===== src/rtl/adc_spi_responder_pkg.sv =====
// adc_spi_pkg: opcodes, frame constants and FSM encoding shared with the FPGA-side ADC controller
package adc_spi_pkg;
  localparam int FRAME_BITS = 16;
  localparam logic [3:0] OP_NOP = 4'h0;
  localparam logic [3:0] OP_WRITE = 4'h1;
  localparam logic [3:0] OP_READ = 4'h2;
  localparam logic [3:0] OP_CONVERT = 4'h3;
  localparam logic [15:0] ERR_RESPONSE = 16'hFFFF;
  typedef enum logic [1:0] {ST_IDLE, ST_SHIFT, ST_DONE} state_t;
endpackage


===== src/rtl/adc_spi_responder_if.sv =====
// adc_spi_responder_if: ADC serial pins; master = FPGA controller, slave = emulated chip
interface adc_spi_responder_if;
  logic adc_sclk;
  logic adc_cs_n;
  logic adc_din;
  logic adc_rst_n;
  logic adc_dout;
  modport master(output adc_sclk, adc_cs_n, adc_din, adc_rst_n, input adc_dout);
  modport slave(input adc_sclk, adc_cs_n, adc_din, adc_rst_n, output adc_dout);
endinterface


===== src/rtl/adc_spi_responder_spi_pin_sync.sv =====
// spi_pin_sync: STAGES-deep synchronizer with optional rise/fall detection on the synchronized level
// ports: clk, rst (async active-low), d (async pin) -> q (synced), rise/fall (one-clk pulses, 0 when EDGES=0)
module spi_pin_sync #(
  parameter int STAGES = 2,
  parameter bit INIT = 1'b0,
  parameter bit EDGES = 1'b1
) (
  input  logic clk,
  input  logic rst,
  input  logic d,
  output logic q,
  output logic rise,
  output logic fall
);
  logic [STAGES-1:0] sr;
  logic prev;
  always_ff @(posedge clk or negedge rst)
    if (!rst) begin
      sr <= {STAGES{INIT}};
      prev <= INIT;
    end else begin
      sr <= {sr[STAGES-2:0], d};
      prev <= sr[STAGES-1];
    end
  assign q = sr[STAGES-1];
  assign rise = EDGES && q && !prev;
  assign fall = EDGES && !q && prev;
endmodule


===== src/rtl/adc_spi_responder.sv =====
// adc_spi_responder: SPI slave emulating the biosensor ADC; 16-bit commands, small register file, response one frame later
// ports: clk, rst (async active-low), spi (slave pins), sample_data in; cmd_word, frame_done pulse, sticky protocol_err out
module adc_spi_responder
  import adc_spi_pkg::*;
#(
  parameter int SYNC_STAGES = 2,
  parameter logic [7:0] ID_VALUE = 8'hA5,
  parameter logic [15:0] RAMP_STEP = 16'd1
) (
  input  logic clk,
  input  logic rst,
  adc_spi_responder_if.slave spi,
  input  logic [15:0] sample_data,
  output logic [15:0] cmd_word,
  output logic frame_done,
  output logic protocol_err
);
  logic sclk_rise, sclk_fall, cs_rise, cs_fall, din_s, srst_n;
  logic unused_sclk_q, unused_cs_q;
  logic [1:0] unused_din_edge, unused_rst_edge;
  spi_pin_sync #(.STAGES(SYNC_STAGES), .INIT(1'b0), .EDGES(1'b1)) u_sclk (
    .clk(clk), .rst(rst), .d(spi.adc_sclk), .q(unused_sclk_q), .rise(sclk_rise), .fall(sclk_fall));
  spi_pin_sync #(.STAGES(SYNC_STAGES), .INIT(1'b1), .EDGES(1'b1)) u_cs (
    .clk(clk), .rst(rst), .d(spi.adc_cs_n), .q(unused_cs_q), .rise(cs_rise), .fall(cs_fall));
  spi_pin_sync #(.STAGES(SYNC_STAGES), .INIT(1'b0), .EDGES(1'b0)) u_din (
    .clk(clk), .rst(rst), .d(spi.adc_din), .q(din_s), .rise(unused_din_edge[0]), .fall(unused_din_edge[1]));
  spi_pin_sync #(.STAGES(SYNC_STAGES), .INIT(1'b1), .EDGES(1'b0)) u_rst (
    .clk(clk), .rst(rst), .d(spi.adc_rst_n), .q(srst_n), .rise(unused_rst_edge[0]), .fall(unused_rst_edge[1]));
  state_t state;
  logic [7:0] regs [16];
  logic [15:0] ramp, resp, tx, rx;
  logic [4:0] bit_cnt;
  logic dout;
  logic [3:0] op, addr;
  logic [7:0] data;
  assign {op, addr, data} = rx;
  assign spi.adc_dout = dout;
  always_ff @(posedge clk or negedge rst)
    if (!rst) begin
      state <= ST_IDLE;
      regs <= '{default: '0};
      ramp <= '0;
      resp <= '0;
      tx <= '0;
      rx <= '0;
      bit_cnt <= '0;
      dout <= 1'b0;
      cmd_word <= '0;
      frame_done <= 1'b0;
      protocol_err <= 1'b0;
    end else if (!srst_n) begin
      // chip soft reset: silently abandons any frame; cmd_word keeps the last good command
      state <= ST_IDLE;
      regs <= '{default: '0};
      ramp <= '0;
      resp <= '0;
      tx <= '0;
      bit_cnt <= '0;
      dout <= 1'b0;
      frame_done <= 1'b0;
      protocol_err <= 1'b0;
    end else begin
      frame_done <= 1'b0;
      case (state)
        ST_IDLE:
          if (cs_fall) begin
            tx <= resp;
            dout <= resp[15];
            bit_cnt <= '0;
            state <= ST_SHIFT;
          end
        ST_SHIFT: begin
          // sclk edges are handled in the same clk as a coincident cs_n rise, so they count
          if (sclk_rise) begin
            rx <= {rx[14:0], din_s};
            bit_cnt <= bit_cnt + (bit_cnt != 5'd17 ? 5'd1 : 5'd0);
          end
          if (sclk_fall) begin
            tx <= {tx[14:0], 1'b0};
            dout <= tx[14];
          end
          if (cs_rise) state <= ST_DONE;
        end
        ST_DONE: begin
          state <= ST_IDLE;
          if (bit_cnt == 5'(FRAME_BITS)) begin
            cmd_word <= rx;
            frame_done <= 1'b1;
            case (op)
              OP_NOP: resp <= '0;
              OP_WRITE: begin
                if (addr != 4'hF) regs[addr] <= data;
                resp <= rx;
              end
              OP_READ: resp <= {OP_READ, addr, addr == 4'hF ? ID_VALUE : regs[addr]};
              OP_CONVERT:
                if (regs[0][0]) begin
                  resp <= ramp;
                  ramp <= ramp + RAMP_STEP;
                end else resp <= sample_data;
              default: resp <= ERR_RESPONSE;
            endcase
          end else if (bit_cnt != '0) begin
            protocol_err <= 1'b1;
            resp <= '0;
          end
        end
        default: state <= ST_IDLE;
      endcase
    end
endmodule


===== src/flat_wrapper.sv =====
// flat-port wrapper written by rule: the top's interface ports become plain ports
module adc_spi_responder_flat import adc_spi_pkg::*;
#(
  parameter int SYNC_STAGES = 2,
  parameter logic [7:0] ID_VALUE = 8'hA5,
  parameter logic [15:0] RAMP_STEP = 16'd1
)
  (clk, rst, sample_data, cmd_word, frame_done, protocol_err, spi_adc_sclk, spi_adc_cs_n, spi_adc_din, spi_adc_rst_n, spi_adc_dout);
  adc_spi_responder_if spi_i ();
  input  logic clk;
  input  logic rst;
  input  logic [15:0] sample_data;
  output logic [15:0] cmd_word;
  output logic frame_done;
  output logic protocol_err;
  input wire logic [$bits(spi_i.adc_sclk)-1:0] spi_adc_sclk;
  input wire logic [$bits(spi_i.adc_cs_n)-1:0] spi_adc_cs_n;
  input wire logic [$bits(spi_i.adc_din)-1:0] spi_adc_din;
  input wire logic [$bits(spi_i.adc_rst_n)-1:0] spi_adc_rst_n;
  output wire logic [$bits(spi_i.adc_dout)-1:0] spi_adc_dout;
  assign spi_i.adc_sclk = spi_adc_sclk;
  assign spi_i.adc_cs_n = spi_adc_cs_n;
  assign spi_i.adc_din = spi_adc_din;
  assign spi_i.adc_rst_n = spi_adc_rst_n;
  assign spi_adc_dout = spi_i.adc_dout;
  adc_spi_responder #(.SYNC_STAGES(SYNC_STAGES), .ID_VALUE(ID_VALUE), .RAMP_STEP(RAMP_STEP)) u_core (.clk(clk), .rst(rst), .spi(spi_i), .sample_data(sample_data), .cmd_word(cmd_word), .frame_done(frame_done), .protocol_err(protocol_err));
endmodule

===== config.mk =====
export PLATFORM = sky130hd
export DESIGN_NAME = adc_spi_responder_flat
export DESIGN_NICKNAME = d
export VERILOG_FILES = /design/src/rtl/adc_spi_responder_pkg.sv /design/src/rtl/adc_spi_responder_if.sv /design/src/rtl/adc_spi_responder_spi_pin_sync.sv /design/src/rtl/adc_spi_responder.sv /design/src/flat_wrapper.sv
export SDC_FILE = /design/constraint.sdc
export NUM_CORES = 1
export LEC_CHECK = 0
export CORE_MARGIN = 1.5
export CORE_UTILIZATION = 28
export DETAILED_ROUTE_END_ITERATION = 10
export GPL_TIMING_DRIVEN = 1
export PLACE_DENSITY = 0.51
export SETUP_SLACK_MARGIN = 0.02
export SYNTH_ARGS = -nofsm -noshare
export SYNTH_HDL_FRONTEND = slang
export SYNTH_SLANG_ARGS = --single-unit

===== constraint.sdc =====
create_clock -name clk -period 2.42 [get_ports clk]
set_input_delay 0.605 -clock clk [delete_from_list [all_inputs] [get_ports clk]]
set_output_delay 0.605 -clock clk [all_outputs]
set_load 0.01 [all_outputs]

# --- Word-level counts from Yosys, hierarchy flattened ---
# Index checks and enable logic that the tools add are counted.
totals:
  in_bits: 22
  regBits: 227
classes:
  n_bitwise: 1
  order_cmp: 2
  eq_ne: 23
  reduce_logical: 21
  addsub: 2
  mux: 47
op_table:
  columns: ["cell", "n"]
  rows:
  - ["2-to-1 mux 128 bit", 5]
  - ["2-to-1 mux 16 bit", 10]
  - ["bitwise mux 128 bit", 1]
  - ["one-hot mux 16 bit (4 select lines)", 1]
  - ["2-to-1 mux 15 bit", 3]
  - ["binary-select mux 8 bit (select 4 bit)", 1]
  - ["demux 8 bit (select 4 bit)", 1]
  - ["2-to-1 mux 8 bit", 4]
  - ["one-hot mux 15 bit (2 select lines)", 1]
  - ["adder 16 x 1 -> 16 bit (second input constant)", 1]
  - ["2-to-1 mux 5 bit", 3]
  - ["AND reduction 3 bit", 5]
  - ["!= test 2 x 1 -> 1 bit (second input constant)", 7]
  - ["!= test 3 x 2 -> 1 bit (second input constant)", 4]
  - ["2-to-1 mux 1 bit", 11]
  - ["one-hot mux 5 bit (2 select lines)", 1]
  - ["equality test 4 x 2 -> 1 bit (second input constant)", 2]
  - ["AND reduction 4 bit", 2]
  - ["2-to-1 mux 2 bit", 3]
  - ["!= test 3 x 1 -> 1 bit (second input constant)", 2]
  - ["adder 5 bit", 1]
  - ["equality test 5 bit (second input constant)", 1]
  - [">= comparator 5 bit (second input constant)", 1]
  - ["logical AND 1 bit", 5]
  - ["other kinds (16)", 20]

# --- Logic depth before layout (Yosys ltp) ---
logic_depth:
  ltp_word: 11
  mapped_depth: 8
  depth_no_buf: 7

# --- By module ---
# Synthesis repeated with hierarchy kept, for this count alone.
unflattened:
  hier_cells: 1126
  hier_area_um2: 11013.1
modules_own_cells:
  columns: ["module", "area_each_um2", "n_inst", "cells_each"]
  rows:
  - ["adc_spi_responder", 10689.0, 1, 1106]
  - ["spi_pin_sync (u_core.u_cs)", 93.8, 1, 5]
  - ["spi_pin_sync (u_core.u_sclk)", 90.1, 1, 5]
  - ["spi_pin_sync (u_core.u_rst)", 71.3, 1, 5]
  - ["spi_pin_sync (u_core.u_din)", 68.8, 1, 5]

# --- Worst setup path after synthesis ---
# OpenSTA, ideal clock, no wires.
synth_timing:
  path_kind: "register to register"
  from: "register u_core.bit_cnt[2]"
  to: "register u_core.regs[24] (netlist name)"
  path_buffers: 1
  path_slack_ns: 0.355
  t_required_ns: 2.300
  arrival_time_ns: 1.945
  stages_incl_launch_ff: 7
  period_less_slack_ns: 2.065
  path_cell_list: "dfrtp_1 > or4b_4 > nor4_4 > buf_4 > nand2_2 > mux2i_1 > nor2b_1"
synth_between:
  elab_chain_len: 3
synth_lines:
  columns: ["element", "line_no", "rtl"]
  rows:
  - ["start: declaration", "adc_spi_responder.sv:32", "logic [4:0] bit_cnt;"]
  - ["start signal: assignment", "adc_spi_responder.sv:76", "bit_cnt <= bit_cnt + (bit_cnt != 5'd17 ? 5'd1 : 5'd0);"]
  - ["equality test 5 bit", "adc_spi_responder.sv:86", "if (bit_cnt == 5'(FRAME_BITS)) begin"]
  - ["!= test 2 x 1 -> 1 bit (no source line)", null, null]
  - ["AND reduction 4 bit (no source line)", null, null]
  - ["end signal: indexed assignment", "adc_spi_responder.sv:92", "if (addr != 4'hF) regs[addr] <= data;"]
  - ["end: declaration", "adc_spi_responder.sv:30", "logic [7:0] regs [16];"]
# Every way passes these cells.
# A chain may end at the register's enable or synchronous reset.

# --- Worst setup path after layout ---
layout_timing:
  from: "register u_core.bit_cnt[3]"
  to: "register u_core.regs[19] (netlist name)"
# Same word-level chain as after synthesis.

==> metrics.cfg <==
[run_status]
status = finished clean

[critical_path]
ff2ff_path_depth = 6
end_kind = flop
critPathArrivalTime_ns = 2.67
cp-start-kind = flop
crit_required_ns = 2.83
crit_type = reg -> reg
crit_fanout = 10

[final_layout]
area_growth_pct = 20.5
antennaDiodeCount = 0
final_cell_area_sq_mm = 0.0128
final_nets = 1061
layout-drive-gt1-share_pct = 16.9

[synth]
ys_warn_count = 0
synth_ff_type = dfrtp_1
yosys_register_bits = 223
synth.area.top_cells = dfrtp_1, mux2i_1, mux4_2
syn_area_per_cell_sq_um = 10.9
syn_inst = 981
async_reset_ff_share_pct = 100
ys_seq_area_share_pct = 52.4
yosysTopAreaCellShare_pct = 51.2
synth_edf_count = 0
yosysTopAreaCell = dfrtp_1
post-synth-top-count-cell = dfrtp_1
synth_common_cells = dfrtp_1, nand2_1, o21ai_0, mux2i_1, nand3_1
synth_nets = 1006
netlist_area_sq_mm = 0.0107
synth_cell_types = 59

[detailed_routing]
vias_per_cell = 4.81
drtIter0Drc = 484
drtPass1Iterations = 5
antenna_left = 0
dr_total_vias = 7533
wl_per_cell_um = 18.7
drc_errors = 0
wl_um = 29300

[clocking]
cts.path.max_buffers = 3
path_clk_slew_ns = 0.06
h-tree-depth = 1
cts_tree = done
clock-sinks = 223
cts-root-buf = clkbuf_16
cts_made_buffers = 25
clk_latency_ns = 0.53

[flow_run]
max_cap_viol_count = 0

[die]
ios = 41
die_area_sq_mm = 0.0393
num_rows = 71
die_w_um = 198
die_h_um = 198
start_util_pct = 28.4
core-area_sq_mm = 0.0376

[placement]
dp_hpwl_um = 20000
postPlaceCellArea_sq_mm = 0.0120
place.gp.congestion = 0.804
port_buffers = 40

[grt]
grt_pass1_wl_um = 46300
grt-ovfl-total = 0
antenna_found_initial = 0
grt.total_usage_pct = 15.3
grt_max_degree = 111
grt_pass1_vias = 7730

[timing]
slew_viol_final = 0
hold_viol_final = 0
setup_violations = 0
min_period_ns = 2.26
skew_ns = 0.0121
slew_headroom_pct = 52.5
setup-tns-final_ns = 0
fin_crit_sh_pct = 93.5
tightest_slew_ns = 0.704
clock.fmax_ghz = 0.442
rsz0062_at_grt = no

[worst_hold_path]
hold_class = in -> async

[pwr]
peakVddDrop_v = 0.000383
power_leakage_nw = 5.55
p_per_area_mw_per_mm2 = 638

==> logic make-up after synthesis <==
| group | share of synthesized area [%] |
|---|---|
| AOI/OAI and AO/OA | 9.93 |
| xor gates and xnor gates | 1.23 |
| adders and majority gates | 0.446 |
| buffers and inverters | 3.26 |
| DFF | 52.4 |
| muxes | 15.7 |
| and+or+nand+nor | 17.0 |
==> flip-flops by register name, summed over array words and instances (netlist names), 5 cells and up <==
register,count
u_core.regs,124
u_core.cmd_word,16
u_core.ramp,16
u_core.resp,16
u_core.rx,16
u_core.tx,15
u_core.bit_cnt,5
==> cells in the final DEF, fill, tap and decap left out, types with 5 or more instances in the layout <==
master	instances
a21boi_0	10
a21oi_1	34
a221oi_1	6
a22o_1	5
a22oi_1	16
and2_1	17
and3_1	5
buf_12	8
buf_4	54
clkbuf_1	5
clkbuf_16	25
clkdlybuf4s50_1	39
dfrtp_1	217
inv_1	10
mux2_2	25
mux2i_1	83
mux4_2	25
nand2_1	120
nand2b_1	5
nand3_1	73
nand4_1	14
nor2_1	28
nor2b_1	42
nor3_1	10
o21ai_0	90
xnor2_1	10
xor2_1	5
==> cell type report <==
type / count / area, sq um
clock buffers: 34 / 699
clock inverters: 11 / 164
fillers: 3782 / 24700
inverters: 10 / 37.5
multi-input cells: 674 / 4740
flip-flops and latches: 223 / 5590
well taps: 511 / 639
repair buffers: 102 / 971
==> where the power goes <==
group / switching, mW / internal (mW)
Sequential: 0.0506 / 3.78
Combinational: 0.231 / 0.128
Clock: 1.55 / 2.45
==> final timing paths <==
kind                       slack, ns                start             endpoint
max in group asynchronous       1.67                  rst     u_core.u_cs.prev
min                             0.05                  rst   u_core.cmd_word[3]
min reg2reg                     0.35  u_core.u_sclk.sr[0]  u_core.u_sclk.sr[1]
max                             0.16    u_core.bit_cnt[3]      u_core.regs[19]
min in group clk                0.35  u_core.u_sclk.sr[0]  u_core.u_sclk.sr[1]
max reg2reg                     0.16    u_core.bit_cnt[3]      u_core.regs[19]
==> routing by layer <==
metal / vias to the layer above / part of all wire (%) / track usage, %
li1: 3601 / - / -
met3: 41 / 4.0 / 2.25
met1: 3733 / 47 / 21.6
met2: 158 / 46 / 24.5
met5: - / 0 / 0
met4: 0 / 2.3 / 4.10
==> critical path, cell delays in order, from the launching register on <==
cell and delay (ns):
dfrtp_1 0.46, or4b_4 0.66, nor4_4 0.34, buf_4 0.23
nand2_1 0.22, nand2_1 0.14, a21boi_0 0.09
==> repair_timing <==
item / CTS / global route
buffers inserted: 0 / 0
resized for setup: 0 / 1
hold buffers: 0 / 0
endpoints found under the setup margin: 0 / 3
==> stage by stage <==
step           instances  worst slack [ns]  utilization, %  power (mW)  hold slack [ns]
2_1_floorplan        981             0.355               -        4.03            0.309
3_3_place_gp        1520             0.228            31.9        4.27            0.341
3_5_place_dp        1520             0.159            31.9        4.27            0.341
4_1_cts             1565             0.148            34.2        8.30           0.0586
5_1_grt             1565            0.0263            34.2        8.47           0.0770
6_report            1565             0.157            34.2        8.19           0.0462
Note: power is estimated with default switching activity, not from simulation.
